$ cat config.mk
export PLATFORM = sky130hd
export DESIGN_NAME = bcd_conv_arbiter
export DESIGN_NICKNAME = d
export VERILOG_FILES = /design/src/rtl/bcd_conv_arbiter.sv
export SDC_FILE = /design/constraint.sdc
export NUM_CORES = 1
export LEC_CHECK = 0
export ABC_AREA = 1
export BUFFER_PORTS_ARGS = -buffer_cell sky130_fd_sc_hd__buf_2
export CORE_AREA = 3 3 48 72
export CTS_CLUSTER_DIAMETER = 50
export CTS_CLUSTER_SIZE = 14
export DETAILED_ROUTE_END_ITERATION = 7
export DIE_AREA = 0 0 51 75
export GPL_ROUTABILITY_DRIVEN = 0
export HOLD_SLACK_MARGIN = 0.1
export MAX_ROUTING_LAYER = met4
export PLACE_DENSITY = 0.85
export SYNTH_ARGS = -nofsm -noshare
export SYNTH_HDL_FRONTEND = slang
export SYNTH_SLANG_ARGS = --single-unit
$ cat constraint.sdc
create_clock -name clk -period 2.64 [get_ports clk]
set_input_delay 0.528 -clock clk [delete_from_list [all_inputs] [get_ports clk]]
set_output_delay 0.528 -clock clk [all_outputs]
set_load 0.01 [all_outputs]
$ cat src/rtl/bcd_conv_arbiter.sv
// Two-requester round-robin front end for a shared iterative subtract-by-ten
// binary-to-decimal converter; each requester keeps its own held digit registers.
module bcd_conv_arbiter #(
  parameter int WIDTH = 6
) (
  input  logic             clk,
  input  logic             rst_n,
  input  logic             req0,
  input  logic [WIDTH-1:0] bin0,
  input  logic             req1,
  input  logic [WIDTH-1:0] bin1,
  output logic             gnt0,
  output logic             gnt1,
  output logic             busy,
  output logic             done0,
  output logic             done1,
  output logic [3:0]       tens0,
  output logic [3:0]       ones0,
  output logic [3:0]       tens1,
  output logic [3:0]       ones1
);

  typedef enum logic {S_IDLE, S_SUB} state_t;

  localparam logic [WIDTH-1:0] TEN = WIDTH'(10);

  state_t           r_state;
  logic [WIDTH-1:0] r_rem;
  logic [3:0]       r_cnt;
  logic             r_owner;
  logic             r_last;
  logic             r_gnt0, r_gnt1, r_busy, r_done0, r_done1;
  logic [3:0]       r_tens0, r_ones0, r_tens1, r_ones1;
  logic             w_win;

  // On a tie the requester not granted last wins; r_last resets to 1 so req0 wins first.
  assign w_win = (req0 && req1) ? ~r_last : req1;

  always_ff @(posedge clk or negedge rst_n) begin
    if (!rst_n) begin
      r_state <= S_IDLE;
      r_rem   <= '0;
      r_cnt   <= '0;
      r_owner <= 1'b0;
      r_last  <= 1'b1;
      r_gnt0  <= 1'b0;
      r_gnt1  <= 1'b0;
      r_busy  <= 1'b0;
      r_done0 <= 1'b0;
      r_done1 <= 1'b0;
      r_tens0 <= '0;
      r_ones0 <= '0;
      r_tens1 <= '0;
      r_ones1 <= '0;
    end else begin
      r_gnt0  <= 1'b0;
      r_gnt1  <= 1'b0;
      r_done0 <= 1'b0;
      r_done1 <= 1'b0;
      case (r_state)
        S_IDLE: begin
          if (req0 || req1) begin
            r_rem   <= w_win ? bin1 : bin0;
            r_cnt   <= '0;
            r_owner <= w_win;
            r_last  <= w_win;
            r_gnt0  <= ~w_win;
            r_gnt1  <= w_win;
            r_busy  <= 1'b1;
            r_state <= S_SUB;
          end
        end
        S_SUB: begin
          if (r_rem >= TEN) begin
            r_rem <= r_rem - TEN;
            r_cnt <= r_cnt + 4'd1;
          end else begin
            if (r_owner) begin
              r_tens1 <= r_cnt;
              r_ones1 <= r_rem[3:0];
              r_done1 <= 1'b1;
            end else begin
              r_tens0 <= r_cnt;
              r_ones0 <= r_rem[3:0];
              r_done0 <= 1'b1;
            end
            r_busy  <= 1'b0;
            r_state <= S_IDLE;
          end
        end
        default: r_state <= S_IDLE;
      endcase
    end
  end

  assign gnt0  = r_gnt0;
  assign gnt1  = r_gnt1;
  assign busy  = r_busy;
  assign done0 = r_done0;
  assign done1 = r_done1;
  assign tens0 = r_tens0;
  assign ones0 = r_ones0;
  assign tens1 = r_tens1;
  assign ones1 = r_ones1;

endmodule

==> metrics.txt, run 1 <==
Post-Synth Simple-Gate Area=25.3%; Via Count=1282; CTS sink cnt=34; RR Startpoint=r_rem[2]; WS Path Type=reg2reg; Worst VDD drop=582 uV; Max clock buf depth=2; Async SR Flop Fraction=100%; Num CTS Buffers=5; Skew-Pair Late Insertion Delay=~0.29 ns; fmax=0.650 GHz; flops & latches, synth=34; hold_buf cts=0; core area=0.00291 mm^2; Top FF cell, synth=dfrtp_1; CP Max Fanout=13; FF/Latch Area=~850 um^2; vias in the first global route=1171; Detailed Routing Iterations Pass 1=4; Post-Layout Cell Count=262; total number of H-tree levels=2; initial antenna violation count=0; final slew viol count=0; global route overflow=0; Mapped Area=0.00164 mm^2; Post-synth EDFFs=0; layout cells sized above 1=28.7%; # DRC=0; syn_nets=~200; fillers=256; Post-Place Cells=roughly 250; CP Data Arrival Time=1.71 ns; top area cells in the synthesized netlist=dfrtp_1 50%, nand2_1 11%, nand3_1 6.1%; RSZ-0062 raised after global routing=false; CP required=2.81 ns; Yosys warnings=0; Multi-input gate area=about 630 um^2; WL/cell=11.1 um; gr usage total=18.1%; TritonCTS clock tree=built; status=finished clean; largest net degree at the start of global routing=35; final setup violation count=0; flop2flop setup slack=1.10 ns; WHS=a little under 0.3 ns; Syn Area/Cell=8.97 um^2; post-synthesis adder-cell area fraction=under 10%; Compound-Gate Fraction of Synth Area=between 10% and 20%; ant diodes=0; post-CTS sizing=0; worst relative slew slack=about 53%; top post-synthesis cells by count=50 x nand2_1, 33 x dfrtp_1, 23 x inv_1; drt total wl=2.92 mm; Iteration-0 DRC Markers=37; Power Density=around 1200 mW/mm^2; postcts setup bufs=0; fin crit period=1.54 ns; Startpoint Class=flip-flop; Leakage Power=around 1.0 nW; hold crit path type=in2async; Period Utilization, post-route=a little under 60%; top-area cell type share of the netlist area=50.3%; # rows=24; sequential share of the synthesized area=51.9%; first-pass GRT wire length=4.88 mm; setup tns final=0 ns; Ports=37; Setup crit end kind=flip-flop; Die Wd=51 um; clock-pin slew on the worst setup and hold paths=0.06 ns; Synth area leader=dfrtp_1; clk root buf=clkbuf_8; most common cell in the netlist=nand2_1; reg2reg path depth=6; DIE AREA=~0.0038 mm^2; Area growth, synth to finish=16.4%; via density per instance=4.89; net total in the final layout=240; post-synthesis mux area share=0%; DP HPWL=2.24 mm; PortBufs=36; Worst Skew=0.00442 ns; Post-Synth XOR/XNOR Area=0.534%; largest family of logic cells by synthesized area=simple AND/OR/NAND/NOR gates; Max-Cap Viols=0; endpoints failing hold=0; Yosys cell types=25; Mapped Cells=183; RR Endpoint=r_rem[4]; Die Y=approximately 75 um; Routed Antenna Nets=0; Initial Util=56.4%; Worst Max-Slew Pin Slew=0.707 ns
[critical path, cell delays in order, from the launching register on]
cell and delay, ns:
dfrtp_1 0.44, o21ai_1 0.21, nand3_1 0.18, nand2_2 0.23
nand2_1 0.18, nand2_1 0.12, nand2_1 0.06
[through the flow]
| stage | total power (W) | utilization [%] | setup WS (ns) | cell area, um^2 |
|---|---|---|---|---|
| 6_report | 0.00239 | 65.6 | 1.10 | 1910 |
| 4_1_cts | 0.00241 | 65.6 | 1.10 | 1910 |
| 2_1_floorplan | 0.00176 | - | 1.42 | 1640 |
| 3_3_place_gp | 0.00197 | 62.5 | 1.07 | 1820 |
| 3_5_place_dp | 0.00202 | 62.5 | 1.03 | 1820 |
| 5_1_grt | 0.00260 | 65.6 | 0.945 | 1910 |
[final cells by class]
type	instances	share of cell area, %
clock inverters	1	0.262
repair buffers	37	9.82
multi-input cells	118	33.1
flip-flops and latches	34	44.6
well taps	39	2.55
clock buffers	7	4.52
inverters	26	5.17
[layout by cell type, fill, tap and decap left out]
master,Yosys,routed
inv_2,2,2
buf_2,1,36
nand3b_1,2,2
a21oi_1,1,1
dfrtp_1,33,33
clkinv_2,1,2
dfstp_2,1,1
o22ai_1,2,2
xor2_1,1,1
nand3_1,20,20
inv_1,23,23
nand2_2,3,3
o21ai_0,8,8
ha_1,2,2
nor2_4,2,2
nor2_1,5,5
o21ai_1,11,11
nand3_2,1,1
nand4_4,2,2
clkbuf_1,0,1
clkbuf_8,0,6
o21ai_2,8,8
nand2_1,50,50
buf_4,1,1
[per-layer routing]
layer	wire (um)	global-route usage (%)
met4	70	9.88
met1	1210	18.5
met3	142	4.75
met5	0	-
met2	1490	31.1
[where the power goes]
part,switching [W],internal [W],leakage (nW)
Clock,0.000176,0.000210,0.0482
Sequential,0.000160,0.000759,0.432
Combinational,0.000687,0.000396,0.560
Total,0.00102,0.00136,1.04
[worst max-delay path by stage]
stage	slack (ns)	cells past startpoint	start	end
final	1.10	6	r_rem[2]	r_rem[4]
after global placement	1.07	5	req1	r_rem[1]
after detailed placement	1.03	5	req1	r_rem[4]
after CTS	1.10	6	r_rem[2]	r_rem[4]
after floorplan	1.42	10	r_rem[2]	r_rem[5]
after global routing	0.94	6	r_rem[2]	r_rem[3]
[flip-flops by register name (all words and copies together), names as in the netlist]
signal	flops
busy	1
done0	1
done1	1
gnt0	1
gnt1	1
ones0	4
ones1	4
r_cnt	4
r_last	1
r_owner	1
r_rem	6
r_state	1
tens0	4
tens1	4
[cells by family (layout without fill, tap and decap cells)]
group,after synthesis,count (layout)
compound gates,30,30
fa+ha+maj,2,2
simple gates,85,85
flops,34,34
buf+inv,31,71
xor+xnor,1,1
Power figures use the tool's default switching activity.
==> run 2: changes to the inputs <==
==> config.mk (replaced) <==
export PLATFORM = sky130hd
export DESIGN_NAME = bcd_conv_arbiter
export DESIGN_NICKNAME = d
export VERILOG_FILES = /design/src/rtl/bcd_conv_arbiter.sv
export SDC_FILE = /design/constraint.sdc
export NUM_CORES = 1
export LEC_CHECK = 0
export ABC_AREA = 0
export BUFFER_PORTS_ARGS = -buffer_cell sky130_fd_sc_hd__buf_2
export CORE_AREA = 3 3 49 73
export CTS_CLUSTER_DIAMETER = 50
export CTS_CLUSTER_SIZE = 14
export DETAILED_ROUTE_END_ITERATION = 7
export DIE_AREA = 0 0 52 76
export GPL_ROUTABILITY_DRIVEN = 0
export HOLD_SLACK_MARGIN = 0.1
export MAX_ROUTING_LAYER = met4
export PLACE_DENSITY = 0.79
export SYNTH_ARGS = -nofsm -noshare
export SYNTH_HDL_FRONTEND = slang
export SYNTH_SLANG_ARGS = --single-unit
==> constraint.sdc (replaced) <==
create_clock -name clk -period 1.6 [get_ports clk]
set_input_delay 0.32 -clock clk [delete_from_list [all_inputs] [get_ports clk]]
set_output_delay 0.32 -clock clk [all_outputs]
set_load 0.01 [all_outputs]
==> run 2 against run 1 <==
  * Die area increased by 3.3%
  * Synthesized cell count decreased by 31%
  * Wire length increased by 16%
  * Sequential power increased by 69%
  * Global-route usage increased by 1.1 points
  * Register-to-register slack got worse by 1.1 ns
  * Via count decreased by 5.1%
  * Clock power increased by 67%
  * Flip-flop and latch count unchanged
  * Clock skew increased by 0.0033 ns
  * Total power increased by 77%
  * Largest cell class unchanged
==> metrics.txt, run 2 <==
RR Endpoint=r_rem[2] (was r_rem[4]); final slew viol count=0 (unchanged); RSZ-0062 raised after global routing=true (was false); WHS=0.285 ns (was 0.290 ns); Worst VDD drop=1240 uV (was 582 uV); Setup crit end kind=flip-flop (unchanged); final setup violation count=0 (unchanged); Die Y=76 um (was 75 um); WL/cell=15.2 um (was 11.1 um); CP Max Fanout=6 (was 13); Ports=37 (unchanged); fmax=0.632 GHz (was 0.650 GHz); Num CTS Buffers=5 (unchanged); PortBufs=36 (unchanged); FF/Latch Area=852 um^2 (unchanged); initial antenna violation count=0 (unchanged); via density per instance=5.46 (was 4.89); Post-synth EDFFs=0 (unchanged); critical path endpoint=r_rem[2] (was r_rem[4]); crit path from=r_rem[5] (was r_rem[2]); Multi-input gate area=677 um^2 (was 632 um^2); Die Wd=52 um (was 51 um); endpoints failing hold=0 (unchanged); Mapped Area=0.00152 mm^2 (was 0.00164 mm^2); flip-flop count of the largest register after layout=6 (unchanged); GR Util met3=4.89% (was 4.75%); Via Count=1217 (was 1282); ant diodes=0 (unchanged); dpl cell area=0.00183 mm^2 (was 0.00182 mm^2); CP Cell Sequence=o21ai_0 > nand2_1 > a221oi_1 (was o21ai_1 > nand3_1 > nand2_2 > nand2_1 > nand2_1 > nand2_1); peak-usage layer in the global routing report=met2 (unchanged); sequential share of the synthesized area=56.1% (was 51.9%); met1 GRT Util=18.9% (was 18.5%); worst slack, placed=-0.0718 ns (was 1.03 ns); most common cell in the netlist=dfrtp_1 (was nand2_1); Async SR Flop Fraction=100% (unchanged); Routed Antenna Nets=0 (unchanged); layout cells sized above 1=46.7% (was 28.7%); CP required=1.77 ns (was 2.81 ns); Yosys warnings=0 (unchanged); GR Util met2=31.9% (was 31.1%); first-pass GRT wire length=5.49 mm (was 4.88 mm); hold path start=bin0[0]; Slowest Stage Delay on Critical Path=0.45 ns (was 0.44 ns); fillers=238 (was 256); syn_nets=144 (was 201); Synth area leader=dfrtp_1 (unchanged); commonest non-fill, non-tap cells in the layout=36 x buf_2, 33 x dfrtp_1, 15 x buf_4 (was 50 x nand2_1, 36 x buf_2, 33 x dfrtp_1); core area=0.00297 mm^2 (was 0.00291 mm^2); Yosys cell types=38 (was 25); gr usage total=19.2% (was 18.1%); Area growth, synth to finish=30.8% (was 16.4%); worst relative slew slack=68.2% (was 52.8%); clock-pin slew on the worst setup and hold paths=0.07 ns (was 0.06 ns); Slowest cell on crit path=dfrtp_1 (unchanged); Worst Max-Slew Pin Slew=0.471 ns (was 0.707 ns); Mapped Cells=126 (was 183); flops & latches, synth=34 (unchanged); Startpoint Class=flip-flop (unchanged); hold crit path type=in2reg (was in2async); status=finished clean (unchanged); DIE AREA=0.00395 mm^2 (was 0.00383 mm^2); most flop-heavy register=r_rem (unchanged); Worst Skew=0.00774 ns (was 0.00442 ns); drt total wl=3.40 mm (was 2.92 mm); Max clock buf depth=2 (unchanged); largest net degree at the start of global routing=35 (unchanged); top-area cell type share of the netlist area=54.4% (was 50.3%); final instance area=0.00199 mm^2 (was 0.00191 mm^2); RR Startpoint=r_rem[5] (was r_rem[2]); flop2flop setup slack=0.02 ns (was 1.10 ns); Period Utilization, post-route=98.9% (was 58.3%); most common cell after layout, fill and taps aside=buf_2 (was nand2_1); Iteration-0 DRC Markers=38 (was 37); Detailed Routing Iterations Pass 1=4 (unchanged); net total in the final layout=201 (was 240); top area cells in the synthesized netlist=dfrtp_1 54%, mux2_2 13%, o21ai_0 3.0% (was dfrtp_1 50%, nand2_1 11%, nand3_1 6.1%); top post-synthesis cells by count=33 x dfrtp_1, 17 x mux2_2, 11 x nand2_1 (was 50 x nand2_1, 33 x dfrtp_1, 23 x inv_1); Power Density=2130 mW/mm^2 (was 1250 mW/mm^2); vias in the first global route=1243 (was 1171); Max-Cap Viols=0 (unchanged); setup slack after layout=0.0174 ns (was 1.10 ns); Initial Util=51.1% (was 56.4%); Skew-Pair Late Insertion Delay=0.29 ns (about the same); global route overflow=0 (unchanged); TritonCTS clock tree=built (unchanged); total number of H-tree levels=2 (unchanged); DP HPWL=2.51 mm (was 2.24 mm); WS Path Type=reg2reg (unchanged); Leakage Power=1.00 nW (was 1.04 nW); reg2reg path depth=3 (was 6); fin crit period=1.58 ns (was 1.54 ns); CTS sink cnt=34 (unchanged); CP Data Arrival Time=1.75 ns (was 1.71 ns); Syn Area/Cell=12.1 um^2 (was 8.97 um^2); # DRC=0 (unchanged); # rows=24 (unchanged); Top FF cell, synth=dfrtp_1 (unchanged); clk root buf=clkbuf_8 (unchanged)
-- run 2: cell types whose count changed in the layout (fill, tap and decap cells not counted), moves of 4 or more --
cell,before,now
buf_4,1,15
inv_1,23,3
mux2_4,0,4
nand2_1,50,11
o21ai_2,8,0
o21ai_1,11,0
mux2_2,0,13
nand3_1,20,1
-- run 2: stage by stage --
stage               utilization, %  power, W  std cells  TNS (ns)
floorplan                        -   0.00269        126         0
global placement              61.4   0.00330        211         0
detailed placement            61.4   0.00342        211    -0.480
CTS                           64.9   0.00407        220         0
global route                  66.8   0.00450        223   -0.0783
finish                        66.8   0.00423        223         0
-- run 2: worst max-delay path: cells and delay by family (launching register included) --
family          cells  cell delay (ns)
compound gates      2             0.79
flops               1             0.45
simple gates        1             0.22
-- run 2: kinds of logic after synthesis --
kind of cell	Yosys count	synth area share, %
and+or+nand+nor	35	12.4
DFF	34	56.1
AOI/OAI and AO/OA	28	13.0
muxes	20	14.6
buffers and inverters	7	2.31
adders and majority gates	2	1.65
-- run 2: how the worst min path moves through the flow --
stage / cells after the start / slack [ns] / to
final: 3 / 0.29 / r_rem[0]
after global placement: 2 / 0.36 / done1
after global routing: 3 / 0.30 / r_rem[0]
after floorplan: 0 / 0.02 / busy
after CTS: 3 / 0.29 / r_rem[0]
after detailed placement: 2 / 0.37 / done1
-- run 2: timing repair --
item	4_1_cts	5_1_grt
endpoints found under the setup margin	8	18
hold buffers	1	0
pin swaps	0	0
gates cloned	0	1
setup buffers	0	2
hold endpoints to repair	33	0
resized for setup	1	9
-- run 2: cell type report --
type                            instances  share of cell area [%]
Timing Repair Buffer                   52                    15.2
Clock inverter                          1                   0.252
Multi-Input combinational cell         86                    34.1
Inverter                                4                   0.756
Tap cell                               39                    2.46
Sequential cell                        34                    42.9
Clock buffer                            7                    4.35
-- run 2: metal layers --
metal,routed length [um],vias to the layer above
li1,-,573
met1,1270,592
met2,1840,38
met3,170,14
met4,115,0
met5,0,-
-- run 2: report_power, final --
part / leakage, nW / internal, W / switching (W)
clock: 0.0482 / 0.000347 / 0.000297
combinational: 0.536 / 0.00102 / 0.00101
sequential: 0.418 / 0.00127 / 0.000280
total: 1.00 / 0.00264 / 0.00159
